**src/rtl/mem_arb_pkg.sv**
```systemverilog
// Shared types for the unified-memory arbiter: FSM states, the latched
// memory operation record and counter width.
package mem_arb_pkg;
   localparam int LAT_W = 4;
   localparam int OP_AW = 16;
   localparam int OP_DW = 16;

   typedef enum logic [2:0] {
      IDLE    = 3'd0,
      BUSY_IF = 3'd1,
      BUSY_D  = 3'd2,
      DONE_IF = 3'd3,
      DONE_D  = 3'd4
   } arb_state_t;

   typedef struct packed {
      logic             wr;
      logic [OP_AW-1:0] addr;
      logic [OP_DW-1:0] wdata;
   } mem_op_t;
endpackage

```
**src/rtl/mem_arbiter_if.sv**
```systemverilog
// CPU-side fetch/data ports and memory-side command bus of the arbiter.
interface mem_arbiter_if #(
   parameter int AW = 16,
   parameter int DW = 16
);
   logic          halt;
   logic          if_req;
   logic [AW-1:0] if_addr;
   logic [DW-1:0] if_rdata;
   logic          if_done;
   logic          d_req;
   logic          d_wr;
   logic [AW-1:0] d_addr;
   logic [DW-1:0] d_wdata;
   logic [DW-1:0] d_rdata;
   logic          d_done;
   logic          mem_en;
   logic          mem_wr;
   logic [AW-1:0] mem_addr;
   logic [DW-1:0] mem_wdata;
   logic [DW-1:0] mem_rdata;
   logic          if_stall;
   logic          d_stall;
   logic [15:0]   conflict_cnt;

   modport slave (
      input  halt, if_req, if_addr, d_req, d_wr, d_addr, d_wdata, mem_rdata,
      output if_rdata, if_done, d_rdata, d_done, mem_en, mem_wr, mem_addr,
             mem_wdata, if_stall, d_stall, conflict_cnt
   );

   modport master (
      output halt, if_req, if_addr, d_req, d_wr, d_addr, d_wdata, mem_rdata,
      input  if_rdata, if_done, d_rdata, d_done, mem_en, mem_wr, mem_addr,
             mem_wdata, if_stall, d_stall, conflict_cnt
   );
endinterface

```
**src/rtl/mem_lat_cnt.sv**
```systemverilog
// Loadable down-counter timing the memory latency of the single in-flight op.
module mem_lat_cnt
   import mem_arb_pkg::*;
(
   input  logic             clk,
   input  logic             rst,
   input  logic             load,
   input  logic [LAT_W-1:0] load_val,
   input  logic             dec,
   output logic             zero
);
   logic [LAT_W-1:0] cnt_r;

   // load has priority; the count parks at zero instead of wrapping
   always_ff @(posedge clk) begin
      if (rst) begin
         cnt_r <= {LAT_W{1'b0}};
      end else if (load) begin
         cnt_r <= load_val;
      end else if (dec && (cnt_r != {LAT_W{1'b0}})) begin
         cnt_r <= cnt_r - LAT_W'(1);
      end else begin
         cnt_r <= cnt_r;
      end
   end

   assign zero = (cnt_r == {LAT_W{1'b0}});
endmodule

```
**src/rtl/mem_arbiter.sv**
```systemverilog
// Single-ported memory sequencer: data port beats fetch, one op in flight,
// per-port done pulses and a saturating count of fetch cycles lost to data.
module mem_arbiter
   import mem_arb_pkg::*;
#(
   parameter int LAT = 4
) (
   input  logic          clk,
   input  logic          rst,
   mem_arbiter_if.slave  bus
);
   localparam logic [LAT_W-1:0] LAT_M1 = LAT_W'(LAT - 1);

   arb_state_t       state_r;
   mem_op_t          op_r;
   logic             mem_en_r;
   logic             if_done_r;
   logic             d_done_r;
   logic [OP_DW-1:0] if_rdata_r;
   logic [OP_DW-1:0] d_rdata_r;
   logic [15:0]      conflict_r;
   logic             fetch_ok_s;
   logic             grant_d_s;
   logic             grant_if_s;
   logic             busy_s;
   logic             cnt_zero_s;

   assign fetch_ok_s = bus.if_req & ~bus.halt;
   assign busy_s     = (state_r == BUSY_IF) || (state_r == BUSY_D);

   // grants happen from IDLE, or straight from DONE to the other port
   always_comb begin
      grant_d_s  = 1'b0;
      grant_if_s = 1'b0;
      case (state_r)
         IDLE: begin
            if (bus.d_req) grant_d_s = 1'b1;
            else if (fetch_ok_s) grant_if_s = 1'b1;
            else grant_if_s = 1'b0;
         end
         DONE_D: begin
            if (fetch_ok_s) grant_if_s = 1'b1;
            else grant_if_s = 1'b0;
         end
         DONE_IF: begin
            if (bus.d_req) grant_d_s = 1'b1;
            else grant_d_s = 1'b0;
         end
         default: begin
            grant_d_s  = 1'b0;
            grant_if_s = 1'b0;
         end
      endcase
   end

   mem_lat_cnt u_cnt (
      .clk      (clk),
      .rst      (rst),
      .load     (grant_d_s | grant_if_s),
      .load_val (LAT_M1),
      .dec      (busy_s & ~cnt_zero_s),
      .zero     (cnt_zero_s)
   );

   // FSM with registered command, done and capture outputs
   always_ff @(posedge clk) begin
      if (rst) begin
         state_r    <= IDLE;
         op_r       <= '{wr: 1'b0, addr: {OP_AW{1'b0}}, wdata: {OP_DW{1'b0}}};
         mem_en_r   <= 1'b0;
         if_done_r  <= 1'b0;
         d_done_r   <= 1'b0;
         if_rdata_r <= {OP_DW{1'b0}};
         d_rdata_r  <= {OP_DW{1'b0}};
         conflict_r <= 16'd0;
      end else begin
         mem_en_r  <= 1'b0;
         if_done_r <= 1'b0;
         d_done_r  <= 1'b0;
         if (grant_d_s) begin
            op_r     <= '{wr: bus.d_wr, addr: bus.d_addr, wdata: bus.d_wdata};
            mem_en_r <= 1'b1;
            state_r  <= BUSY_D;
         end else if (grant_if_s) begin
            op_r     <= '{wr: 1'b0, addr: bus.if_addr, wdata: {OP_DW{1'b0}}};
            mem_en_r <= 1'b1;
            state_r  <= BUSY_IF;
         end else begin
            case (state_r)
               BUSY_IF: begin
                  if (cnt_zero_s) begin
                     if_rdata_r <= bus.mem_rdata;
                     if_done_r  <= 1'b1;
                     state_r    <= DONE_IF;
                  end
               end
               BUSY_D: begin
                  if (cnt_zero_s) begin
                     if (!op_r.wr) d_rdata_r <= bus.mem_rdata;
                     d_done_r <= 1'b1;
                     state_r  <= DONE_D;
                  end
               end
               default: state_r <= IDLE;
            endcase
         end
         if (bus.if_req && !if_done_r && ((state_r == BUSY_D) || (state_r == DONE_D))
             && (conflict_r != 16'hFFFF)) begin
            conflict_r <= conflict_r + 16'd1;
         end
      end
   end

   assign bus.mem_en       = mem_en_r;
   assign bus.mem_wr       = op_r.wr;
   assign bus.mem_addr     = op_r.addr;
   assign bus.mem_wdata    = op_r.wdata;
   assign bus.if_done      = if_done_r;
   assign bus.d_done       = d_done_r;
   assign bus.if_rdata     = if_rdata_r;
   assign bus.d_rdata      = d_rdata_r;
   assign bus.conflict_cnt = conflict_r;
   assign bus.if_stall     = bus.if_req & ~if_done_r;
   assign bus.d_stall      = bus.d_req & ~d_done_r;
endmodule

```
**src/flat_wrapper.sv**
```systemverilog
// flat-port wrapper written by rule: the top's interface ports become plain ports
module mem_arbiter_flat import mem_arb_pkg::*;
#(
   parameter int LAT = 4
)
  (clk, rst, bus_halt, bus_if_req, bus_if_addr, bus_d_req, bus_d_wr, bus_d_addr, bus_d_wdata, bus_mem_rdata, bus_if_rdata, bus_if_done, bus_d_rdata, bus_d_done, bus_mem_en, bus_mem_wr, bus_mem_addr, bus_mem_wdata, bus_if_stall, bus_d_stall, bus_conflict_cnt);
  mem_arbiter_if #(.AW(16), .DW(16)) bus_i ();
  input  logic clk;
  input  logic rst;
  input wire logic [$bits(bus_i.halt)-1:0] bus_halt;
  input wire logic [$bits(bus_i.if_req)-1:0] bus_if_req;
  input wire logic [$bits(bus_i.if_addr)-1:0] bus_if_addr;
  input wire logic [$bits(bus_i.d_req)-1:0] bus_d_req;
  input wire logic [$bits(bus_i.d_wr)-1:0] bus_d_wr;
  input wire logic [$bits(bus_i.d_addr)-1:0] bus_d_addr;
  input wire logic [$bits(bus_i.d_wdata)-1:0] bus_d_wdata;
  input wire logic [$bits(bus_i.mem_rdata)-1:0] bus_mem_rdata;
  output wire logic [$bits(bus_i.if_rdata)-1:0] bus_if_rdata;
  output wire logic [$bits(bus_i.if_done)-1:0] bus_if_done;
  output wire logic [$bits(bus_i.d_rdata)-1:0] bus_d_rdata;
  output wire logic [$bits(bus_i.d_done)-1:0] bus_d_done;
  output wire logic [$bits(bus_i.mem_en)-1:0] bus_mem_en;
  output wire logic [$bits(bus_i.mem_wr)-1:0] bus_mem_wr;
  output wire logic [$bits(bus_i.mem_addr)-1:0] bus_mem_addr;
  output wire logic [$bits(bus_i.mem_wdata)-1:0] bus_mem_wdata;
  output wire logic [$bits(bus_i.if_stall)-1:0] bus_if_stall;
  output wire logic [$bits(bus_i.d_stall)-1:0] bus_d_stall;
  output wire logic [$bits(bus_i.conflict_cnt)-1:0] bus_conflict_cnt;
  assign bus_i.halt = bus_halt;
  assign bus_i.if_req = bus_if_req;
  assign bus_i.if_addr = bus_if_addr;
  assign bus_i.d_req = bus_d_req;
  assign bus_i.d_wr = bus_d_wr;
  assign bus_i.d_addr = bus_d_addr;
  assign bus_i.d_wdata = bus_d_wdata;
  assign bus_i.mem_rdata = bus_mem_rdata;
  assign bus_if_rdata = bus_i.if_rdata;
  assign bus_if_done = bus_i.if_done;
  assign bus_d_rdata = bus_i.d_rdata;
  assign bus_d_done = bus_i.d_done;
  assign bus_mem_en = bus_i.mem_en;
  assign bus_mem_wr = bus_i.mem_wr;
  assign bus_mem_addr = bus_i.mem_addr;
  assign bus_mem_wdata = bus_i.mem_wdata;
  assign bus_if_stall = bus_i.if_stall;
  assign bus_d_stall = bus_i.d_stall;
  assign bus_conflict_cnt = bus_i.conflict_cnt;
  mem_arbiter #(.LAT(LAT)) u_core (.clk(clk), .rst(rst), .bus(bus_i));
endmodule
```
**config.mk**
```make
export PLATFORM = sky130hd
export DESIGN_NAME = mem_arbiter_flat
export DESIGN_NICKNAME = d
export VERILOG_FILES = /design/src/rtl/mem_arb_pkg.sv /design/src/rtl/mem_arbiter_if.sv /design/src/rtl/mem_lat_cnt.sv /design/src/rtl/mem_arbiter.sv /design/src/flat_wrapper.sv
export SDC_FILE = /design/constraint.sdc
export NUM_CORES = 1
export LEC_CHECK = 0
export CORE_ASPECT_RATIO = 1.75
export CORE_MARGIN = 5
export CORE_UTILIZATION = 25
export DETAILED_ROUTE_END_ITERATION = 12
export PLACE_DENSITY = 0.62
export SYNTH_ARGS = -nofsm -noshare
export SYNTH_HDL_FRONTEND = slang
export SYNTH_HIERARCHICAL = 1
export SYNTH_SLANG_ARGS = --single-unit
```
**constraint.sdc**
```tcl
create_clock -name clk -period 3.25 [get_ports clk]
set_input_delay 0.65 -clock clk [delete_from_list [all_inputs] [get_ports clk]]
set_output_delay 0.65 -clock clk [all_outputs]
set_load 0.02 [all_outputs]
```
# After elaboration in Yosys (flattened, before gate mapping)
# Index checks and enable logic that the tools add are counted.
# W data, S select, Z words.
# word_totals
reg_bits,91
in_bits,70
output_inout_bits,86
# op_classes
add_sub_neg,2
n_eq_ne,11
n_mux,17
n_bitwise,14
reduce_logical,23
# op_table
operator,n
$mux W33,2
$add A16 B1 Y16 const B,1
$ne A16 B16 Y1 const B,1
$not A1 Y1,9
$mux W2,4
$ne A4 B1 Y1 const B,2
$reduce_or A4 Y1,2
$mux W1,7
$eq A3 B2 Y1 const B,2
$mux W3,2
$ne A3 B1 Y1 const B,2
$pmux W3 S2,1
$reduce_and A2 Y1,3
$reduce_or A2 Y1,3
$reduce_and A5 Y1,1
$and A1 B1 Y1,4
$logic_and A1 B1 Y1,4
$logic_not A4 Y1,1
$ne A2 B1 Y1 const B,2
$reduce_and A4 Y1,1
$reduce_bool A2 Y1,2
$reduce_bool A4 Y1,1
$sub A4 B1 Y4 const B,1
$eq A3 B1 Y1 const B,1
7 further kinds,8

# Logic depth before layout (Yosys ltp)
# Gate-level depths: netlist of the first run.
# depth
depth_word,7
mapped_depth,9

# Modules after synthesis
# The synthesis of the first run kept the hierarchy.
# modules_own_cells
mod,n_inst,cells_per_inst,area_per_inst_um2,seq_area_each_um2
mem_arbiter,1,373,3498.4,1741.7
mem_lat_cnt,1,29,262.8,80.1

# Least setup slack after synthesis of the first run
# OpenSTA, ideal clock, no wires.
# synth_timing
path_type,register to register
startpoint,reg u_core.u_cnt.cnt_r[1]
endpoint,"reg u_core.d_rdata_r[6], in the netlist u_core/bus.d_rdata[6]"
setup_time_ns,0.128
t_arrival_ns,2.325
required_ns,3.122
path_slack_ns,0.797
stages_incl_launch_ff,10
synth_period_minus_slack_ns,2.453
path_cell_list,dfxtp_1 > inv_1 > ha_1 > or3b_4 > inv_1 > nand4bb_1 > nor2_1 > buf_2 > mux2i_1 > nor2_1
# synth_between
elab_chain_len,2
# synth_lines
element,line,source
from (decl),mem_lat_cnt.sv:12,logic [LAT_W-1:0] cnt_r;
from (signal assigned),mem_lat_cnt.sv:17,cnt_r <= {LAT_W{1'b0}};
from (signal assigned),mem_lat_cnt.sv:19,cnt_r <= load_val;
from (signal assigned),mem_lat_cnt.sv:21,cnt_r <= cnt_r - LAT_W'(1);
$logic_not A4 Y1,mem_lat_cnt.sv:27,assign zero = (cnt_r == {LAT_W{1'b0}});
named net u_core.cnt_zero_s,mem_arbiter.sv:26,logic cnt_zero_s;
$reduce_and A5 Y1 (no line),n/a,
to (signal assigned),mem_arbiter.sv:74,d_rdata_r <= {OP_DW{1'b0}};
to (signal assigned),mem_arbiter.sv:99,if (!op_r.wr) d_rdata_r <= bus.mem_rdata;
to (decl),mem_arbiter.sv:20,logic [OP_DW-1:0] d_rdata_r;
# The timed path passes the listed nets, and every way through them passes these cells.
# A chain may end at the register's enable or synchronous reset.

# Worst setup path in the final report of the first run
# layout_timing
startpoint,in bus_d_req
endpoint,out bus_d_stall
# layout_between
elab_chain_len,1
# layout_lines
element,line,source
from (decl),flat_wrapper.sv:13,input wire logic [$bits(bus_i.d_req)-1:0] bus_d_req;
$and A1 B1 Y1,mem_arbiter.sv:124,assign bus.d_stall = bus.d_req & ~d_done_r;
to (decl),flat_wrapper.sv:27,output wire logic [$bits(bus_i.d_stall)-1:0] bus_d_stall;
# Every way passes these cells.

==> results of run 1 <==
per-stage QoR:
stage               area (µm²)  hold WS, ns
CTS                       5843       0.4541
global placement          5538       0.4423
global route              5843       0.4751
floorplan                 3769       0.4844
finish                    5843       0.4502
detailed placement        5538       0.4453
routing by layer:
| metal | wire (µm) | share of wire | vias up | track usage |
|---|---|---|---|---|
| met5 | 0 | 0 | - | 0 |
| met4 | 255 | 0.022 | 0 | 0.05425 |
| met3 | 983 | 0.086 | 14 | 0.05006 |
| met2 | 5833 | 0.51 | 119 | 0.2231 |
| met1 | 4379 | 0.38 | 1660 | 0.1465 |
| li1 | - | - | 1769 | - |
how the worst min path moves through the flow:
stage                                      start                endpoint  slack [ns]
after CTS                 u_core/bus.if_rdata[1]  u_core/bus.if_rdata[1]        0.45
after detailed placement  u_core/bus.if_rdata[1]  u_core/bus.if_rdata[1]        0.45
after floorplan            u_core/u_cnt/cnt_r[2]   u_core/u_cnt/cnt_r[2]        0.48
final                     u_core/bus.if_rdata[1]  u_core/bus.if_rdata[1]        0.45
after global routing      u_core/bus.if_rdata[2]  u_core/bus.if_rdata[2]        0.48
after global placement    u_core/bus.if_rdata[1]  u_core/bus.if_rdata[1]        0.44
where the power goes:
part | switching [mW] | leakage [nW] | internal [mW] | total [mW]
Combinational | 0.342 | 1.17 | 0.342 | 0.684
Sequential | 0.0584 | 0.742 | 1.20 | 1.26
Clock | 0.435 | 0.142 | 0.620 | 1.05
state kept, by name, summed over array words and instances (netlist names), 3 cells and up:
| signal | count |
|---|---|
| u_core/state_r | 3 |
| u_core/u_cnt/cnt_r | 4 |
| u_core/bus.if_rdata | 16 |
| u_core/bus.mem_wdata | 16 |
| u_core/bus.mem_addr | 16 |
| u_core/bus.d_rdata | 16 |
| u_core/bus.conflict_cnt | 16 |
cell families after synthesis:
kind of cell / share of synthesized area
AND/OR/NAND/NOR: 0.1993
adder cells (fa/ha/maj): 0.006652
buffers and inverters: 0.03892
other: 0.001997
multiplexers: 0.09614
flip-flops: 0.4844
AO/OA/AOI/OAI: 0.1680
XOR/XNOR: 0.004658
critical path, delay by kind of cell:
kind          cells  cell delay [ns]
buf+inv           2             1.17
simple gates      1             0.16
cell type report:
cell class / count / area (µm²)
Fill cell: 1496 / 8995
Sequential cell: 91 / 1822
Multi-Input combinational cell: 278 / 1821
Timing Repair Buffer: 167 / 1637
Clock buffer: 11 / 242.7
Tap cell: 183 / 229.0
Clock inverter: 5 / 62.56
Inverter: 8 / 30.03
cells in the final DEF, fill, tap and decap left out, types with 4 or more instances in the layout:
cell type,Yosys,layout
nor2b_1,6,6
inv_1,8,8
nor2_1,27,26
a22o_1,17,17
a21oi_1,29,29
nand2_1,42,42
or4_1,10,10
nand2b_1,4,4
buf_4,0,12
dfxtp_1,91,91
o31ai_1,9,9
clkdlybuf4s50_1,0,154
clkbuf_16,0,9
nand3_1,9,9
nor3_1,25,24
a211oi_1,20,20
conb_1,2,4
mux2i_1,35,35
==> impl_metrics.yaml, run 1 <==
min_path:
  hold_class: "reg2reg"
  worstHoldPathCells: 2
finish:
  fin_nets: 627
  fin_util: 0.3938
  drive_above_1_share: 0.07321
  syn_to_final_growth_pct: 55.36
  n_antenna_cell: 0
  finalNonFillerCells: 743
floorplanning:
  io_pins: 156
  die_area_um2: 17690
  core_um2: 14840
  die_h_um: 172.3
  die_w_um: 102.7
  row_count: 59
  start_util: 0.2535
setup_path:
  cpPeakStageDelay_ns: 0.61
  crit_path_start_kind: "primary input"
  r2r_cells: 9
  rr_startpoint: "u_core/u_cnt/cnt_r[1]"
  setup.worst_path.start: "bus_d_req"
  setup.worst_path.end_class: "output port"
  path_cells: "clkdlybuf4s50_1 -> nor2b_1 -> clkdlybuf4s50_1"
  r2r_slack_ns: 0.93
  worstPathRequired_ns: 2.60
  path_class: "in2out"
  cpMostUsedCell: "clkdlybuf4s50_1"
  worstPathMaxFanout: 5
  slowest_stage: "clkdlybuf4s50_1"
  cp-endpoint: "bus_d_stall"
  r2r-end: "u_core/bus.d_rdata[15]"
  arrival_ns: 1.98
routing:
  ant_nets: 0
  drt_iter0_markers: 117
  vias_per_cell: 4.794
  via_count: 3562
  post_drt_wl_per_cell_um: 15.41
  post-route-drc-count: 0
  drtPass1Iterations: 6
  routed_wl_um: 11450
cts:
  postCtsSetupRepairBufs: 0
  clock-sinks: 91
  max-clock-path-buffers: 2
  cts_buffers: 9
  cts-hold-fix-buffers: 0
  cts_tree: "yes"
  cts_resized: 0
  cts-root-buf: "clkbuf_16"
  htree_levels: 3
  clk_transition_reported_paths_ns: 0.06
  clock_latency_ns: 0.33
grt:
  grt_antenna_before_repair: 0
  grt_usage: 0.1319
  grt_pass1_vias: 3492
  grt_first_pass_wirelength_um: 18210
  grt_max_degree: 42
  grt_overflow: 0
sta:
  worst_slew_pin_slew_ns: 1.070
  setup_viol: 0
  min_period_ns: 2.627
  finalHoldViolCount: 0
  fin_tns_setup_ns: 0
  fin_ws_ns: 0.6230
  slew_headroom: 0.2825
  clock.fmax_ghz: 0.3807
  slew_violations: 0
  final.setup_skew_ns: 0.004933
  period_share: 0.8083
  rsz0062_at_grt: "false"
synth:
  ys_seq_area_frac: 0.4844
  yosys.cell_types.count: 42
  synth_largest_area_cell: "dfxtp_1"
  ys_warn_count: 6
  synth.avg_cell_area_um2: 9.356
  yosysMostFrequentCell: "dfxtp_1"
  syn_area_um2: 3761
  synth.top_cell.area_share: 0.4844
  async_reset_ff_frac: 0
  synth_edf_count: 0
  netlist_instances: 402
  synth-seq-cells: 91
  synthTopCellsByArea: "dfxtp_1, mux2i_1, nand2_1, a211oi_1, a22o_1"
  synth_common_cells: "dfxtp_1, nand2_1, mux2i_1, a21oi_1, nor2_1"
  ys.flop_type: "dfxtp_1"
placed_design:
  portBuffers: 155
  dp_hpwl_um: 8632
  place_ws_ns: 0.4136
  gp_congestion: 0.7863
  dp.cells: 727
job:
  cap_viol_max_count: 0
pwr:
  total_leakage_power_nw: 2.057
  power.total_mw: 2.999
  p_per_area_nw_per_um2: 513.2
  vdd_drop_max_mv: 0.2159
outcome:
  status: "complete, no violations"
No activity file was read; power rests on OpenSTA's default activity.
==> run 2: changes to the inputs <==
- clock period: 3.25 -> 2.75 ns (I/O delays scaled with it)
==> run 2 against run 1 <==
Sequential power rose by 18%. Via count rose by 1.2%. Power rose by 15%. Die area did not move.
==> impl_metrics.yaml, run 2 (synthesized netlist as in run 1, its figures left out) <==
outcome:
  status: "complete, no violations"
sta:
  slew_violations: 0
  worst_slew_pin_slew_ns: 1.012
  setup_viol: 0
  fin_ws_ns: 0.3524
  whs_ns: 0.4544
  fin_tns_setup_ns: 0
  slew_headroom: 0.3214
  clock.fmax_ghz: 0.4171
  period_share: 0.8719
  min_period_ns: 2.398
  rsz0062_at_grt: "false"
  finalHoldViolCount: 0
  final.setup_skew_ns: 0.007990
floorplanning:
  die_area_um2: 17690
  core_um2: 14840
  die_w_um: 102.7
  io_pins: 156
  start_util: 0.2535
  row_count: 59
  die_h_um: 172.3
routing:
  via_count: 3606
  post-route-drc-count: 0
  routed_wl_um: 11590
  drtPass1Iterations: 4
  vias_per_cell: 4.853
  post_drt_wl_per_cell_um: 15.60
  drt_iter0_markers: 115
  ant_nets: 0
grt:
  grt_max_degree: 53
  grt_antenna_before_repair: 0
  grt_usage: 0.1357
  grt_pass1_vias: 3681
  grt_first_pass_wirelength_um: 18710
  grt_overflow: 0
pwr:
  power.total_mw: 3.446
  p_int_mw: 2.442
  vdd_drop_max_mv: 0.2526
  p_clk_frac: 0.333
  p_seq_frac: 0.432
  total_leakage_power_nw: 2.057
  switchingPower_mw: 1.004
  swShare: 0.2914
  pwr-share-comb: 0.235
  p_per_area_nw_per_um2: 592.1
setup_path:
  cpPeakStageDelay_ns: 0.55
  arrival_ns: 2.66
  path_class: "in2reg"
  slowest_stage: "or4_4"
  setup.worst_path.end_class: "register"
  worstPathRequired_ns: 3.01
  worstPathMaxFanout: 10
  path_cells: "clkdlybuf4s50_1 -> or3b_4 -> or4_4 -> or4_1 -> a21oi_1"
  crit_path_start_kind: "primary input"
cts:
  cts_buffers: 9
  cts-hold-fix-buffers: 0
  clock-sinks: 91
  cts_tree: "yes"
  max-clock-path-buffers: 2
  cts-root-buf: "clkbuf_16"
  clock_latency_ns: 0.34
  clk_transition_reported_paths_ns: 0.07
  cts_resized: 0
  postCtsSetupRepairBufs: 0
  htree_levels: 3
placed_design:
  dp.cells: 728
  dp_hpwl_um: 8759
  gp_congestion: 0.8012
  portBuffers: 155
  dpl_cell_area_um2: 5545
  place_ws_ns: 0.03279
finish:
  drive_above_1_share: 0.07500
  seqCellArea_um2: 1822
  fin_nets: 628
  nFillCells: 1523
  syn_to_final_growth_pct: 54.72
  multi_input_area_um2: 1821
  fin_util: 0.3922
  n_antenna_cell: 0
  layout_common_cells: "clkdlybuf4s50_1, dfxtp_1, nand2_1"
  final_common_cell: "clkdlybuf4s50_1"
  final_area_um2: 5819
  finalNonFillerCells: 743
min_path:
  hold_class: "reg2reg"
job:
  cap_viol_max_count: 0
-- run 2: worst paths after layout --
| kind | from | endpoint | slack, ns | depth (start not counted) |
|---|---|---|---|---|
| setup reg to reg | u_core/u_cnt/cnt_r[1] | u_core/bus.d_rdata[12] | 0.39 | 9 |
| hold / removal | u_core/bus.if_rdata[8] | u_core/bus.if_rdata[8] | 0.45 | 2 |
| setup / recovery | bus_if_req | u_core/bus.conflict_cnt[15] | 0.35 | 5 |
| hold reg to reg | u_core/bus.if_rdata[8] | u_core/bus.if_rdata[8] | 0.45 | 2 |
-- run 2: area by class of cell --
| type | count | area share |
|---|---|---|
| clock buffer | 9 | 0.03870 |
| clock inverter | 6 | 0.008385 |
| inverter | 8 | 0.005160 |
| multi-input combinational | 278 | 0.3128 |
| sequential | 91 | 0.3131 |
| tap | 183 | 0.03935 |
| timing repair buffer | 168 | 0.2825 |
-- run 2: critical path: cells and delay by family --
kind                   cells  cell delay [ns]
AOI/OAI and AO/OA          1             0.14
buffers and inverters      1             0.50
and+or+nand+nor            3             1.46
-- run 2: power by group through the flow --
stage | Clock [mW] | Sequential [mW] | Combinational (mW)
5_1_grt | 1.25 | 1.50 | 0.879
4_1_cts | 1.20 | 1.49 | 0.823
2_1_floorplan | 0 | 1.60 | 0.344
3_3_place_gp | 0 | 1.52 | 0.807
6_report | 1.15 | 1.49 | 0.810
3_5_place_dp | 0 | 1.52 | 0.820
-- run 2: metal layers --
layer  GRT usage  vias up  part of all wire
met2      0.2403      126              0.51
met1      0.1371     1680              0.37
met5           0        -                 0
li1            -     1774                 -
met4     0.06282        0             0.030
met3     0.05329       26             0.087
